<file path="src/rtl/multi_clock_divider.sv">
// Multi-channel programmable clock/tick generator.
// Each channel divides the base clock by a programmable period with a programmable
// high time. Config is written into a shadow and applied at a period boundary.
// A global sync pulse restarts every running channel at count 0.

module mcd_channel #(
    parameter int CNT_W = 26
) (
    input  logic             clk,
    input  logic             reset,
    input  logic             en,
    input  logic             sync,
    input  logic             wr,
    input  logic [CNT_W-1:0] wr_period,
    input  logic [CNT_W-1:0] wr_high,
    output logic             clk_out,
    output logic             tick,
    output logic             pending
);
    localparam logic [CNT_W-1:0] ONE  = CNT_W'(1);
    localparam logic [CNT_W-1:0] ZERO = '0;

    logic [CNT_W-1:0] cnt, act_period, act_high, shd_period, shd_high;
    logic             run;

    logic [CNT_W-1:0] cnt_n, period_n, high_n;
    logic             run_n, at_wrap, boundary, apply;

    // Next-state: boundary detection, shadow apply and counter advance.
    // act_period-1 is compared (not cnt+1) so the maximum period does not overflow.
    always_comb begin
        at_wrap  = run && (cnt == act_period - ONE);
        boundary = run && (sync || at_wrap);
        // a write landing on the boundary itself waits for the next one
        apply    = pending && !wr && (!run || boundary);
        period_n = apply ? shd_period : act_period;
        high_n   = apply ? shd_high   : act_high;
        run_n    = en && (period_n != ZERO);
        if (!run_n || !run || boundary)
            cnt_n = ZERO;
        else
            cnt_n = cnt + ONE;
    end

    // State and registered outputs; outputs are decoded from the next count so
    // they line up with cnt in the same cycle.
    always_ff @(posedge clk) begin
        if (!reset) begin
            cnt        <= '0;
            act_period <= '0;
            act_high   <= '0;
            shd_period <= '0;
            shd_high   <= '0;
            pending    <= 1'b0;
            run        <= 1'b0;
            clk_out    <= 1'b0;
            tick       <= 1'b0;
        end else begin
            cnt        <= cnt_n;
            act_period <= period_n;
            act_high   <= high_n;
            run        <= run_n;
            clk_out    <= run_n && (cnt_n < high_n);
            tick       <= run_n && (cnt_n == ZERO);
            if (wr) begin
                shd_period <= wr_period;
                shd_high   <= wr_high;
                pending    <= 1'b1;
            end else if (apply) begin
                pending    <= 1'b0;
            end
        end
    end
endmodule

module multi_clock_divider #(
    parameter int NUM_CH = 4,
    parameter int CNT_W  = 26
) (
    input  logic              clk,
    input  logic              reset,
    input  logic [NUM_CH-1:0] ch_en,
    input  logic              sync,
    input  logic              cfg_we,
    input  logic [3:0]        cfg_ch,
    input  logic [CNT_W-1:0]  cfg_period,
    input  logic [CNT_W-1:0]  cfg_high,
    output logic [NUM_CH-1:0] clk_out,
    output logic [NUM_CH-1:0] tick,
    output logic [NUM_CH-1:0] cfg_pending
);
    // One independent divider per channel; only sync and the write port are shared.
    for (genvar c = 0; c < NUM_CH; c++) begin : g_ch
        logic wr;
        assign wr = cfg_we && (cfg_ch == 4'(c));

        mcd_channel #(.CNT_W(CNT_W)) u_ch (
            .clk       (clk),
            .reset     (reset),
            .en        (ch_en[c]),
            .sync      (sync),
            .wr        (wr),
            .wr_period (cfg_period),
            .wr_high   (cfg_high),
            .clk_out   (clk_out[c]),
            .tick      (tick[c]),
            .pending   (cfg_pending[c])
        );
    end
endmodule
</file>
<file path="config.mk">
export PLATFORM = sky130hd
export DESIGN_NAME = multi_clock_divider
export DESIGN_NICKNAME = d
export VERILOG_FILES = /design/src/rtl/multi_clock_divider.sv
export SDC_FILE = /design/constraint.sdc
export NUM_CORES = 1
export LEC_CHECK = 0
export CORE_AREA = 8 8 264 266
export DETAILED_ROUTE_END_ITERATION = 8
export DIE_AREA = 0 0 272 274
export GPL_TIMING_DRIVEN = 0
export MAX_ROUTING_LAYER = met4
export RECOVER_POWER = 50
export SYNTH_ARGS = -nofsm -noshare
export SYNTH_HDL_FRONTEND = slang
export SYNTH_HIERARCHICAL = 1
export SYNTH_SLANG_ARGS = --single-unit
</file>
<file path="constraint.sdc">
create_clock -name clk -period 5.6 [get_ports clk]
set_clock_uncertainty 0.1 [all_clocks]
set_input_delay 0.56 -clock clk [delete_from_list [all_inputs] [get_ports clk]]
set_output_delay 0.56 -clock clk [all_outputs]
set_load 0.005 [all_outputs]
</file>
==> results of run 1 <==
-- placed cells by master, fill, tap and decap left out, types with 16 or more instances in the layout --
cell type        netlist  final
nand4_1               65     65
o211ai_1              17     17
and4_1                20     19
a21oi_1               48     45
buf_2                 25     16
dfxtp_1              536    523
mux2i_1              423    414
o21ai_0               36     33
clkbuf_1             113    133
xor2_1               108    108
or4_1                 26     16
a21o_1                33     33
nand2b_1              29     29
nand2_1               93     94
inv_1                 37     36
buf_4                  6     41
buf_6                 13     18
xnor2_1              111    110
nor3_1                77     75
nor2b_1              124    124
and3_1                40     40
ha_1                 108    103
nor4_1                55     46
clkdlybuf4s50_1        0     61
clkbuf_16              0     59
nor2_1               581    578
nand3_1               66     63
-- registers in the layout, summed over array words and instances (netlist names) --
name / count
g_ch.u_ch/shd_period: 104
g_ch.u_ch/run: 4
g_ch.u_ch/shd_high: 104
g_ch.u_ch/clk_out: 4
g_ch.u_ch/pending: 4
g_ch.u_ch/act_high: 104
g_ch.u_ch/cnt: 104
g_ch.u_ch/act_period: 104
g_ch.u_ch/tick: 4
-- power groups by stage --
stage / Combinational [mW] / Sequential, mW / Clock (mW)
after detailed placement: 0.305 / 3.93 / 0
after CTS: 0.307 / 3.85 / 3.83
after global placement: 0.301 / 3.93 / 0
final: 0.308 / 3.85 / 3.75
after floorplan: 0.131 / 3.93 / 0
after global routing: 0.319 / 3.85 / 4.00
-- area by class of cell --
cell class | instances | area share, %
Antenna cell | 4 | 0.03100
Buffer | 167 | 2.786
Clock buffer | 88 | 5.281
Clock inverter | 15 | 0.4495
Inverter | 39 | 0.4533
Multi-Input combinational cell | 2301 | 51.14
Sequential cell | 536 | 33.30
Tap cell | 864 | 3.348
Timing Repair Buffer | 113 | 3.220
-- worst register-to-register path: cells and delay by family, from the launching register on --
| family | cells | cell delay (ns) |
|---|---|---|
| simple gates | 9 | 2.44 |
| compound gates | 6 | 1.32 |
| buf+inv | 3 | 0.46 |
| flops | 1 | 0.35 |
| mux | 1 | 0.30 |
| fa+ha+maj | 1 | 0.25 |
| xor+xnor | 1 | 0.16 |
-- synthesized netlist by cell type (48+ instances only) --
cell	number	area [sq um]
xnor2_1	111	972.2
ha_1	108	1351
xor2_1	108	945.9
nand4_1	65	406.6
nand2_1	93	349.1
a21oi_1	48	240.2
nor2b_1	124	775.7
dfxtp_1	536	10730
nor3_1	77	385.4
nand3_1	66	330.3
mux2i_1	423	4234
nor2_1	581	2181
clkbuf_1	113	424.2
nor4_1	55	344.1
-- final timing paths --
check                                                 from                        to  cells after the start
worst max-delay path            g_ch[1].u_ch/act_period[5]      g_ch[1].u_ch/clk_out                     21
worst min-delay path              g_ch[3].u_ch/shd_high[0]  g_ch[3].u_ch/shd_high[0]                      2
worst min register to register    g_ch[3].u_ch/shd_high[0]  g_ch[3].u_ch/shd_high[0]                      2
worst max register to register  g_ch[1].u_ch/act_period[5]      g_ch[1].u_ch/clk_out                     21
-- stage by stage --
stage	util (%)	hold WS (ns)	cells	setup slack (ns)	setup TNS, ns
after floorplan	-	0.3583	3054	0.4220	0
after global placement	45.43	0.3739	3993	-0.3837	-1.284
after detailed placement	45.42	0.3862	3993	-0.4300	-1.462
after CTS	48.64	0.4007	4107	0.008523	0
after global routing	49.47	0.4189	4127	-0.03838	-0.07248
final	49.47	0.3961	4127	0.1340	0
-- kinds of logic (layout without fill, tap and decap cells) --
logic type / count (synthesis) / after routing / share of synthesized area, %
multiplexers: 428 / 428 / 15.44
buffers and inverters: 217 / 422 / 3.769
AO/OA/AOI/OAI: 262 / 262 / 6.719
other: 0 / 4 / 0
flip-flops: 536 / 536 / 38.57
XOR/XNOR: 223 / 223 / 7.223
adder cells (fa/ha/maj): 108 / 108 / 4.857
AND/OR/NAND/NOR: 1280 / 1280 / 23.43
-- repair_timing --
action / in CTS / in global routing
endpoints found under the setup margin: 4 / 4
resized for setup: 32 / 93
buffers inserted: 14 / 25
pin swaps: 16 / 39
-- metal layers --
layer	up-vias	share of wire [%]	track usage [%]
li1	11057	-	-
met1	10971	45	28.26
met2	509	47	37.51
met3	164	4.0	2.910
met4	0	4.4	9.277
met5	-	0	-
==> out/qor.yml, run 1 <==
drc_errors: 0
synth_enable_flop_cells: 0
register_area_sq_um: 10750
die-area_sq_um: 74530
ys.flop_type: "dfxtp_1"
dpl_cell_area_sq_um: 29650
seqPwrFrac_pct: 48.7
chipHeight_um: 274
tritoncts: "done"
grt_use_total_pct: 22.80
slowest_delay_ns: 0.54
outcome: "completed"
drive_gt1_share_pct: 8.960
r2r_slack_ns: 0.13
fillCellCount: 6118
cellLeakagePower_nw: 12.55
root_buffer: "clkbuf_16"
cp-start-kind: "flop"
wl_per_cell_um: 20.83
finalHoldViolations: 0
cp_max_fo: 8
vdd_drop_max_v: 0.0002309
syn_nets: 3226
p_total_mw: 7.912
pwr-share-comb_pct: 3.9
path_clk_slew_ns: 0.06
grt.overflow.total: 0
switching_share_pct: 22.65
finalSetupViolations: 0
p_per_area_nw_per_um2: 245.0
period_share_pct: 97.61
fin_nets: 3388
drt_iter0_markers: 1405
post-route-min-period_ns: 5.466
synthArstFlopShare_pct: 0
core-area_sq_um: 65280
pin_count: 76
antenna_found_initial: 4
cts_max_level: 2
antenna_left: 0
port_buffers: 75
synthToLayoutAreaGrowth_pct: 16.07
rows: 94
clockBufferDepth: 3
syn-cell-area_sq_um: 27820
cts_made_buffers: 58
crit_family: "simple AND/OR/NAND/NOR gates"
cts.sinks: 536
grt_pass1_wl_um: 130600
place_congestion: 0.9241
p_clk_share_pct: 47.5
synth_cell_type_count: 96
viasPerCell: 5.501
syn_inst: 3054
p_int_mw: 6.120
ys_seq_area_share_pct: 38.57
die_width_um: 272
grt_start_max_net_pins: 21
cp.arrival_ns: 5.89
relSlewSlack_pct: 13.67
start_util_pct: 42.62
vias: 22701
worstMarginPinSlew_ns: 1.283
dpl.hpwl_um: 64840
ys_warn_count: 6
path_cells: "nor4_4 > buf_4 > nand2_1 > or4_4 > xnor2_1 > nand3_1 > nor4_4 > o21a_1 > buf_12 > buf_12 > mux2i_4 > ha_4 > a21oi_1 > o22ai_1 > nor3_1 > nor2_1 > o41ai_2 > nand2b_1 > a211o_1 > or4b_1 > a211oi_2"
power.switching_mw: 1.792
worst_ep_required_time_ns: 6.02
worstSetupPathType: "flop to flop"
worst_setup_path_end_kind: "flop"
timing.max_cap.violations: 0
first_global_vias: 22004
hold_class: "flop to flop"
path_buf_inv: 3
clock_latency_ns: 0.62
final-max-slew-violation-count: 0
postCtsHoldBufs: 0
drt-pass1-iter-count: 7
synth-seq-cells: 536
crit_slowest_cell: "or4_4"
drt_wl_total_um: 85950
multiInputGateArea_sq_um: 16510
final_area_sq_um: 32290
max_freq_mhz: 183.0
syn_avg_cell_area_sq_um: 9.110
Power figures use the tool's default switching activity.
==> run 2: changes to the inputs <==
- ABC_AREA: not set -> 1
- CORE_AREA: 8 8 264 266 -> 8 8 267 269
- DIE_AREA: 0 0 272 274 -> 0 0 275 277
- MAX_ROUTING_LAYER: met4 -> not set
==> run 2 against run 1 <==
Combinational power is 100% higher. Die area is 2.2% higher. Final area is 0.50% higher. Worst hold slack worse by 0.12 ns. Utilization is 0.89 points lower. Via count is 17% higher. Area after synthesis is 2.6% higher. Worst setup slack better by 0.33 ns. Fmax is 6.3% higher. First-iteration DRC count is 38% higher. Count of clock-buffer cells in the layout is 5 lower. Register-to-register slack better by 0.33 ns. Critical endpoint is now g_ch[3].u_ch/clk_out.
==> out/qor.yml, run 2 <==
outcome: "completed"
core-area_sq_um: 66800  # +2.3%
grt_pass1_wl_um: 140300  # +7.4%
clockBufferDepth: 3  # unchanged
tritoncts: "done"
relSlewSlack_pct: 43.37  # +30 points
worst_ep_required_time_ns: 6.05  # +0.03 ns
slowest_delay_ns: 0.35  # -0.19 ns
cp-start-kind: "flop"
ys.flop_type: "dfxtp_1"
drc_errors: 0  # unchanged
cp.arrival_ns: 5.59  # -0.30 ns
dp_slack_ns: 0.2415  # +0.6714 ns
worstMarginPinSlew_ns: 0.8494  # -0.4337 ns
finalHoldViolations: 0  # unchanged
place_congestion: 0.9037  # -2.2%
rsz0062_at_grt: "no"
path_clk_slew_ns: 0.06  # about the same
synth_cell_type_count: 37  # -61%
fin_nets: 4516  # +33%
vdd_drop_max_v: 0.0002326  # +0.72%
worst_setup_path_end_kind: "flop"
syn_nets: 4381  # +36%
period_share_pct: 91.78  # -5.8 points
met1_usage_pct: 31.38  # +3.1 points
synth_top_area_share_pct: 37.60  # -0.97 points
finalSetupViolations: 0  # unchanged
fin_tns_setup_ns: 0  # unchanged
synthToLayoutAreaGrowth_pct: 13.73
grt_use_total_pct: 23.22  # +0.43 points
grt_start_max_net_pins: 15  # -29%
ys_warn_count: 6  # unchanged
cp_common_cell: "nand2_1"
crit_slowest_cell: "a2111oi_0"
grtUsageMet2_pct: 36.75  # -0.76 points
antenna_left: 0  # unchanged
cts.sinks: 536  # unchanged
syn-cell-area_sq_um: 28530  # +2.6%
synth-seq-cells: 536  # unchanged
ys_top_cells_by_count: "nor2_1 (904), nand2_1 (857), dfxtp_1 (536)"
p_per_area_nw_per_um2: 265.3  # +8.3%
worstSetupPathType: "flop to flop"
rows: 95  # +1.1%
start_util_pct: 42.72  # +0.096 points
die_width_um: 275  # +1.1%
chipHeight_um: 277  # +1.1%
viasPerCell: 5.041  # -8.3%
dpl.hpwl_um: 69920  # +7.8%
syn_inst: 4209  # +38%
ys_seq_area_share_pct: 37.60  # -0.97 points
fillCellCount: 6898  # +13%
final_common_cell: "nor2_1"
gr-usage-met3_pct: 4.334  # +1.4 points
post-route-min-period_ns: 5.140  # -0.3262 ns
timing.max_cap.violations: 0  # unchanged
drt-pass1-iter-count: 5  # -2
drt_iter0_markers: 1936  # +38%
cts_max_level: 2  # unchanged
die-area_sq_um: 76180  # +2.2%
final-max-slew-violation-count: 0  # unchanged
final_cell_mix: "nor2_1 (905), nand2_1 (858), dfxtp_1 (536)"
r2r_slack_ns: 0.46  # +0.33 ns
grt.overflow.total: 0  # unchanged
cts_made_buffers: 58  # unchanged
worst_slack_ns: 0.4603  # +0.3262 ns
hold_class: "primary input to flop"
drive_gt1_share_pct: 5.055  # -3.9 points
clock_latency_ns: 0.63  # about the same
root_buffer: "clkbuf_16"
synthArstFlopShare_pct: 0  # unchanged
cp_max_fo: 10  # +2
synth_area_leader_cell: "dfxtp_1"
hold_slack_ns: 0.2798  # -0.1163 ns
synthTopCellsByArea: "dfxtp_1 (38%), nor2_1 (12%), nand2_1 (11%)"
cellLeakagePower_nw: 16.63  # +32%
drt_wl_total_um: 90250  # +5.0%
synth_enable_flop_cells: 0  # unchanged
port_buffers: 74  # -1.3%
busiest_layer: "met2"
syn_avg_cell_area_sq_um: 6.779  # -26%
first_global_vias: 25071  # +14%
vias: 26558  # +17%
antenna_found_initial: 2  # -2
pin_count: 76  # unchanged
yosysMostFrequentCell: "nor2_1"
max_freq_mhz: 194.6  # +6.3%
wl_per_cell_um: 17.13  # -18%
run 2: cell types whose count changed in the layout (fill, tap and decap cells not counted), moves of 108 or more:
cell,previous run,this run
nand2_1,94,858
inv_1,36,479
nor2_1,578,905
mux2i_1,414,100
o21ai_0,33,261
nand3_1,63,250
nor2b_1,124,0
a21oi_1,45,153
run 2: kinds of logic (layout without fill, tap and decap cells):
group	Yosys count	after routing	synth area share [%]
and+or+nand+nor	2218	2218	32.26
buffers and inverters	658	841	9.278
DFF	536	536	37.60
AOI/OAI and AO/OA	444	444	8.020
xor gates and xnor gates	145	145	4.595
adders and majority gates	108	108	4.736
muxes	100	100	3.508
other	0	3	0
run 2: worst paths after layout:
| kind | endpoint | start | depth (start not counted) |
|---|---|---|---|
| max | g_ch[3].u_ch/clk_out | g_ch[3].u_ch/act_period[0] | 34 |
| min | g_ch[2].u_ch/shd_period[25] | reset | 3 |
| max reg2reg | g_ch[3].u_ch/clk_out | g_ch[3].u_ch/act_period[0] | 34 |
| min reg2reg | g_ch[2].u_ch/shd_period[16] | g_ch[2].u_ch/shd_period[16] | 2 |
run 2: per-layer routing:
metal / wire length (um) / share of wire, %
met5: 115 / 0.13
met3: 6191 / 6.9
met1: 41720 / 46
met4: 2799 / 3.1
met2: 39420 / 44
run 2: metrics by stage:
stage,util (%),instances,power [mW],area [sq um]
2_1_floorplan,-,4209,4.337,28530
3_3_place_gp,45.46,5156,4.583,30370
3_5_place_dp,45.46,5156,4.586,30370
4_1_cts,48.53,5264,8.687,32420
5_1_grt,48.57,5265,8.911,32450
6_report,48.58,5268,8.609,32450
run 2: cell type report:
| type | count | area [sq um] | area share [%] |
|---|---|---|---|
| inverter | 501 | 1887 | 5.814 |
| clock buffer | 83 | 1739 | 5.359 |
| multi-input combinational | 3015 | 15160 | 46.72 |
| timing repair buffer | 76 | 755.7 | 2.329 |
| antenna | 3 | 7.507 | 0.02313 |
| clock inverter | 25 | 312.8 | 0.9638 |
| tap | 873 | 1092 | 3.366 |
| sequential | 536 | 10730 | 33.06 |
| buffer | 156 | 765.7 | 2.359 |
run 2: what timing repair did:
| action | 4_1_cts | 5_1_grt |
|---|---|---|
| endpoints found under the setup margin | 0 | 1 |
| buffers inserted | 0 | 2 |
| hold buffers | 0 | 0 |
| resized for setup | 0 | 7 |
run 2: power by group:
part	switching [mW]	internal [mW]	total, mW
Clock	1.62	2.47	4.10
Sequential	0.0271	3.86	3.89
Combinational	0.427	0.199	0.626
run 2: worst max-delay path: cells and delay by family, from the launching register on:
family	cells	cell delay (ns)
compound gates	3	0.58
xor+xnor	1	0.15
fa+ha+maj	2	0.57
buf+inv	6	0.91
flops	1	0.32
simple gates	22	2.40
